File: src/rtl/imem_access_ctrl.sv
// Byte-serial instruction memory sequencer: arbitrates CPU fetches and loader writes
// onto one 8-bit memory port, four byte transfers per 32-bit little-endian word.
module imem_access_ctrl #(
    parameter int          MEM_BYTES = 100,
    parameter int          MA_W      = 7,
    parameter logic [31:0] NOP_INSTR = 32'h0000_0013
) (
    input  logic            clk,
    input  logic            reset,
    input  logic            fetch_req,
    input  logic [31:0]     fetch_addr,
    output logic            fetch_ack,
    output logic [31:0]     fetch_instr,
    output logic            fetch_err,
    input  logic            ld_req,
    input  logic [31:0]     ld_addr,
    input  logic [31:0]     ld_wdata,
    output logic            ld_ack,
    output logic            ld_err,
    output logic            cpu_stall,
    output logic            busy,
    output logic [MA_W-1:0] mem_addr,
    output logic            mem_we,
    output logic [7:0]      mem_wdata,
    input  logic [7:0]      mem_rdata
);
    typedef enum logic [1:0] {
        IDLE = 2'd0,
        RD   = 2'd1,
        WR   = 2'd2,
        DONE = 2'd3
    } state_t;

    localparam logic [31:0] LAST_BASE = 32'(MEM_BYTES - 4);

    function automatic logic addr_bad(input logic [31:0] addr);
        return (addr[1:0] != 2'b00) || (addr > LAST_BASE);
    endfunction

    function automatic logic [7:0] byte_sel(input logic [31:0] word, input logic [1:0] idx);
        logic [7:0] b;
        case (idx)
            2'd0:    b = word[7:0];
            2'd1:    b = word[15:8];
            2'd2:    b = word[23:16];
            default: b = word[31:24];
        endcase
        return b;
    endfunction

    state_t          state_r, state_s;
    logic [1:0]      cnt_r, cnt_s;
    logic [31:0]     wdata_r, wdata_s;
    logic [31:0]     instr_r, instr_s;
    logic            fetch_ack_r, fetch_ack_s;
    logic            fetch_err_r, fetch_err_s;
    logic            ld_ack_r, ld_ack_s;
    logic            ld_err_r, ld_err_s;
    logic [MA_W-1:0] mem_addr_r, mem_addr_s;
    logic            mem_we_r, mem_we_s;
    logic [7:0]      mem_wdata_r, mem_wdata_s;
    logic            busy_r;

    // Next-state and next-output computation; every output is registered from these.
    always_comb begin
        state_s     = state_r;
        cnt_s       = cnt_r;
        wdata_s     = wdata_r;
        instr_s     = instr_r;
        fetch_ack_s = 1'b0;
        fetch_err_s = fetch_err_r;
        ld_ack_s    = 1'b0;
        ld_err_s    = ld_err_r;
        mem_addr_s  = mem_addr_r;
        mem_we_s    = 1'b0;
        mem_wdata_s = mem_wdata_r;
        case (state_r)
            IDLE: begin
                // Loader wins a tie; bad addresses skip the memory entirely.
                if (ld_req) begin
                    if (addr_bad(ld_addr)) begin
                        state_s  = DONE;
                        ld_ack_s = 1'b1;
                        ld_err_s = 1'b1;
                    end else begin
                        state_s     = WR;
                        cnt_s       = 2'd0;
                        wdata_s     = ld_wdata;
                        ld_err_s    = 1'b0;
                        mem_addr_s  = ld_addr[MA_W-1:0];
                        mem_we_s    = 1'b1;
                        mem_wdata_s = ld_wdata[7:0];
                    end
                end else if (fetch_req) begin
                    if (addr_bad(fetch_addr)) begin
                        state_s     = DONE;
                        fetch_ack_s = 1'b1;
                        fetch_err_s = 1'b1;
                        instr_s     = NOP_INSTR;
                    end else begin
                        state_s     = RD;
                        cnt_s       = 2'd0;
                        fetch_err_s = 1'b0;
                        mem_addr_s  = fetch_addr[MA_W-1:0];
                    end
                end else begin
                    state_s = IDLE;
                end
            end
            RD: begin
                instr_s[{cnt_r, 3'b000} +: 8] = mem_rdata;
                if (cnt_r == 2'd3) begin
                    state_s     = DONE;
                    fetch_ack_s = 1'b1;
                end else begin
                    cnt_s      = cnt_r + 2'd1;
                    mem_addr_s = mem_addr_r + MA_W'(1);
                end
            end
            WR: begin
                if (cnt_r == 2'd3) begin
                    state_s  = DONE;
                    ld_ack_s = 1'b1;
                end else begin
                    cnt_s       = cnt_r + 2'd1;
                    mem_addr_s  = mem_addr_r + MA_W'(1);
                    mem_we_s    = 1'b1;
                    mem_wdata_s = byte_sel(wdata_r, cnt_r + 2'd1);
                end
            end
            DONE: begin
                state_s = IDLE;
            end
            default: begin
                state_s = IDLE;
            end
        endcase
    end

    // State and output registers with synchronous reset.
    always_ff @(posedge clk) begin
        if (reset) begin
            state_r     <= IDLE;
            cnt_r       <= 2'd0;
            wdata_r     <= 32'd0;
            instr_r     <= 32'd0;
            fetch_ack_r <= 1'b0;
            fetch_err_r <= 1'b0;
            ld_ack_r    <= 1'b0;
            ld_err_r    <= 1'b0;
            mem_addr_r  <= '0;
            mem_we_r    <= 1'b0;
            mem_wdata_r <= 8'd0;
            busy_r      <= 1'b0;
        end else begin
            state_r     <= state_s;
            cnt_r       <= cnt_s;
            wdata_r     <= wdata_s;
            instr_r     <= instr_s;
            fetch_ack_r <= fetch_ack_s;
            fetch_err_r <= fetch_err_s;
            ld_ack_r    <= ld_ack_s;
            ld_err_r    <= ld_err_s;
            mem_addr_r  <= mem_addr_s;
            mem_we_r    <= mem_we_s;
            mem_wdata_r <= mem_wdata_s;
            busy_r      <= (state_s != IDLE);
        end
    end

    assign fetch_ack   = fetch_ack_r;
    assign fetch_instr = instr_r;
    assign fetch_err   = fetch_err_r;
    assign ld_ack      = ld_ack_r;
    assign ld_err      = ld_err_r;
    assign mem_addr    = mem_addr_r;
    assign mem_we      = mem_we_r;
    assign mem_wdata   = mem_wdata_r;
    assign busy        = busy_r;
    assign cpu_stall   = fetch_req & ~fetch_ack_r;

endmodule

File: config.mk
export PLATFORM = sky130hd
export DESIGN_NAME = imem_access_ctrl
export DESIGN_NICKNAME = d
export VERILOG_FILES = /design/src/rtl/imem_access_ctrl.sv
export SDC_FILE = /design/constraint.sdc
export NUM_CORES = 1
export LEC_CHECK = 0
export ABC_AREA = 1
export CAP_MARGIN = 20
export CORE_UTILIZATION = 46
export DETAILED_ROUTE_END_ITERATION = 16
export PLACE_DENSITY = 0.81
export SLEW_MARGIN = 20
export SYNTH_ARGS = -nofsm -noshare
export SYNTH_HDL_FRONTEND = slang
export SYNTH_SLANG_ARGS = --single-unit
File: constraint.sdc
create_clock -name clk -period 1.99 [get_ports clk]
set_input_delay 0.2985 -clock clk [delete_from_list [all_inputs] [get_ports clk]]
set_output_delay 0.2985 -clock clk [all_outputs]
set_load 0.05 [all_outputs]
==> results.tsv, run 1 <==
stage	metric	value	unit
route	drt_pre_antenna_iters	5	
placed_design	dp.cells	1011	
floorplanning	die_h	102.9	um
synth	synthesis.instances	727	
worst_setup_path	worstPathMaxFanout	6	
global_routing	grtUsageTotal	0.2795	
sta	hold_violations	0	
sta	period_minus_slack	1935	ps
sta	relSlewSlack	0.6240	
global_routing	grt_overflow	0	
synth	yosysWarnings	0	
synth	ys_seq_elements	89	
pwr	leakage	2.726	nW
worst_setup_path	r2r-end	fetch_instr[20]	
layout	drive_above_1_share	0.07709	
synth	synth_edf_count	0	
pwr	vdd_drop_max	453.3	uV
synth	ys.flop_type	dfxtp_1	
worst_setup_path	critPathCaptureType	output pin	
worst_setup_path	crit_chain	clkdlybuf4s50_1	
synth	synth-simple-area-share	0.3869	
route	remaining_drc_errors	0	
synth	muxShareOfSynthArea	0	
hold_path	hold_start	fetch_instr[3]	
floorplanning	pin_count	162	
global_routing	grt_pass1_wl	22990	um
floorplanning	die-area	0.01059	mm2
worst_setup_path	path_delay_family	buffers and inverters	
synth	synth_fa_ha_area_frac	0.03204	
global_routing	grt_antenna_before_repair	0	
route	via_per_inst	5.190	
clocking	clock-root-buffer	clkbuf_8	
layout	final_cells	1028	
synth	async_reset_ff_frac	0	
layout	multi_input_area	0.002574	mm2
layout	fin_area	0.006820	mm2
sta	final_max_slew_viol_count	0	
layout	n_fill_cell	859	
flow_run	cap_violations	0	
layout	fin_nets	1010	
synth	syn_area	0.004686	mm2
route	ant_nets	0	
route	wl_per_cell	13.98	um
sta	clock-skew-final	9.612	ps
floorplanning	rows	36	
clocking	cts_buffers	9	
worst_setup_path	cp-start-kind	flip-flop	
pwr	power_density	873.8	mW/mm2
placed_design	post_dp_cell_area	0.006521	mm2
clocking	clk_latency	360	ps
layout	layout_common_cells	nor2_1 (185), nand2_1 (160), clkdlybuf4s50_1 (160)	
synth	synth_top_family_by_area	simple AND/OR/NAND/NOR gates	
global_routing	grt_max_degree	36	
layout	antenna_cells	0	
placed_design	port_buffers	161	
route	vias	5335	
sta	setup_viol_count_final	0	
layout	regArea	0.001783	mm2
worst_setup_path	critPathBufInv	1	
layout	syn_to_final_growth	45.55	%
synth	synthDistinctLibCells	34	
hold_path	hold_class	flip-flop to flip-flop	
placed_design	dp_hpwl	10950	um
worst_setup_path	critPathKind	flip-flop to output pin	
floorplanning	die_x	102.9	um
worst_setup_path	arrival	1640	ps
sta	tightest_slew	562.7	ps
worst_setup_path	crit_end	mem_addr[2]	
status	outcome	finished, final reports clean	
clocking	cts_tree	built	
clocking	holdBufCountCts	0	
route	first_iter_violations	296	
worst_setup_path	cpPeakStageDelay	840	ps
layout	layout_commonest_cell	nor2_1	
worst_setup_path	r2r_slack	130	ps
route	finalWirelength	14370	um
synth	synth_compound_area_frac	0.1244	
clocking	htree_levels	3	
floorplanning	core_area	0.009819	mm2
clocking	cts_sinks	89	
global_routing	grt_pass1_vias	5004	
clocking	clkTransAtPathRegs	80	ps
worst_setup_path	required	1690	ps
sta	setup_tns	0	ps
sta	fin_crit_sh	0.9725	
sta	fmax	516.7	MHz
placed_design	place.gp.congestion	0.9147	
synth	avgSynthCellArea	6.445	um2
worst_setup_path	r2r-start	cnt_r[1]	
worst_setup_path	cp-startpoint	mem_addr[2]	
worst_setup_path	reg2reg_depth	8	
worst_setup_path	critPathSlowestCell	clkdlybuf4s50_1	
floorplanning	start_util	0.4772	
clocking	clk_path_buf_depth	2	
synth	synth_xor_area_frac	0.003738	
synth	syn-num-nets	847	
worst_setup_path	cp.depth	1	
synth	ys_seq_area_frac	0.3802	
layout	final_util	0.6946	
state kept, by name, summed over array words and instances (netlist names), 2 cells and up:
register	count
fetch_instr	32
wdata_r	32
mem_wdata	8
mem_addr	7
cnt_r	2
state_r	2
area by class of cell:
type / count / share of cell area
Clock inverter: 4 / 0.01431
Tap cell: 133 / 0.02440
Multi-Input combinational cell: 563 / 0.3774
Sequential cell: 89 / 0.2614
Clock buffer: 12 / 0.02422
Timing Repair Buffer: 187 / 0.2763
Inverter: 40 / 0.02201
per-stage QoR:
stage | setup slack, ps | hold slack (ps) | power, mW
after floorplan | 201.5 | 454.9 | 3.543
after global placement | -20.06 | 461.8 | 4.323
after detailed placement | -73.82 | 459.0 | 4.371
after CTS | 48.84 | 472.7 | 5.931
after global routing | -36.18 | 485.2 | 6.293
final | 54.75 | 475.4 | 5.960
worst min-delay path by stage:
stage                      end  depth (start not counted)  slack (ps)
3_3_place_gp   fetch_instr[24]                          2         460
3_5_place_dp    fetch_instr[3]                          2         460
4_1_cts         fetch_instr[3]                          2         470
6_report        fetch_instr[3]                          2         480
2_1_floorplan      wdata_r[10]                          2         450
5_1_grt         fetch_instr[3]                          2         490
Yosys cell counts, types with 2 or more instances:
cell type	number	area, um2
a21oi_1	44	220.2
a21oi_2	5	43.79
a31oi_1	8	50.05
buf_2	5	25.02
buf_4	6	45.04
buf_6	4	45.04
clkbuf_1	19	71.32
clkinv_1	2	7.510
dfxtp_1	89	1782
ha_1	12	150.1
inv_1	36	135.1
inv_2	2	7.510
nand2_1	160	600.6
nand2_2	3	18.77
nand2_4	2	22.52
nand3_1	73	365.4
nor2_1	188	705.7
nor2_2	4	25.02
nor3_1	6	30.03
o21ai_0	45	225.2
where the power goes:
group	switching (mW)	total (mW)	internal, mW	leakage (nW)
clock network	0.639	1.58	0.937	0.129
registers	0.125	2.07	1.95	0.725
logic	1.44	2.31	0.868	1.87
kinds of logic after synthesis:
| group | after synthesis |
|---|---|
| AO/OA/AOI/OAI | 108 |
| XOR/XNOR | 2 |
| adder cells (fa/ha/maj) | 12 |
| buffers and inverters | 75 |
| flip-flops | 89 |
| AND/OR/NAND/NOR | 441 |
what timing repair did:
action	4_1_cts	5_1_grt
resized for setup	0	7
setup buffers	0	0
setup endpoints to repair	0	34
routing by layer:
metal  up-vias  global-route usage  share of wire
met5         -                   0              0
met4         0             0.09859          0.022
met3        22             0.06847          0.081
met2       244              0.4892           0.49
met1      2398              0.3328           0.40
li1       2671                   -              -
Note: power is estimated with default switching activity, not from simulation.
==> inputs of run 2 (changes only) <==
--- a/config.mk
+++ b/config.mk
@@ -6,6 +6,7 @@
 export NUM_CORES = 1
 export LEC_CHECK = 0
 export ABC_AREA = 1
+export ABC_CLOCK_PERIOD_IN_PS = 1990
 export CAP_MARGIN = 20
 export CORE_UTILIZATION = 46
 export DETAILED_ROUTE_END_ITERATION = 16
==> results of run 2 <==
Final layout, timing and power as in run 1 (identical DEF).
==> inputs of run 3 (changes only) <==
--- a/config.mk
+++ b/config.mk
@@ -11,7 +11,6 @@
 export CORE_UTILIZATION = 46
 export DETAILED_ROUTE_END_ITERATION = 16
 export PLACE_DENSITY = 0.81
-export SLEW_MARGIN = 20
 export SYNTH_ARGS = -nofsm -noshare
 export SYNTH_HDL_FRONTEND = slang
 export SYNTH_SLANG_ARGS = --single-unit
==> results of run 3 <==
Final layout, timing and power as in run 1 (identical DEF).
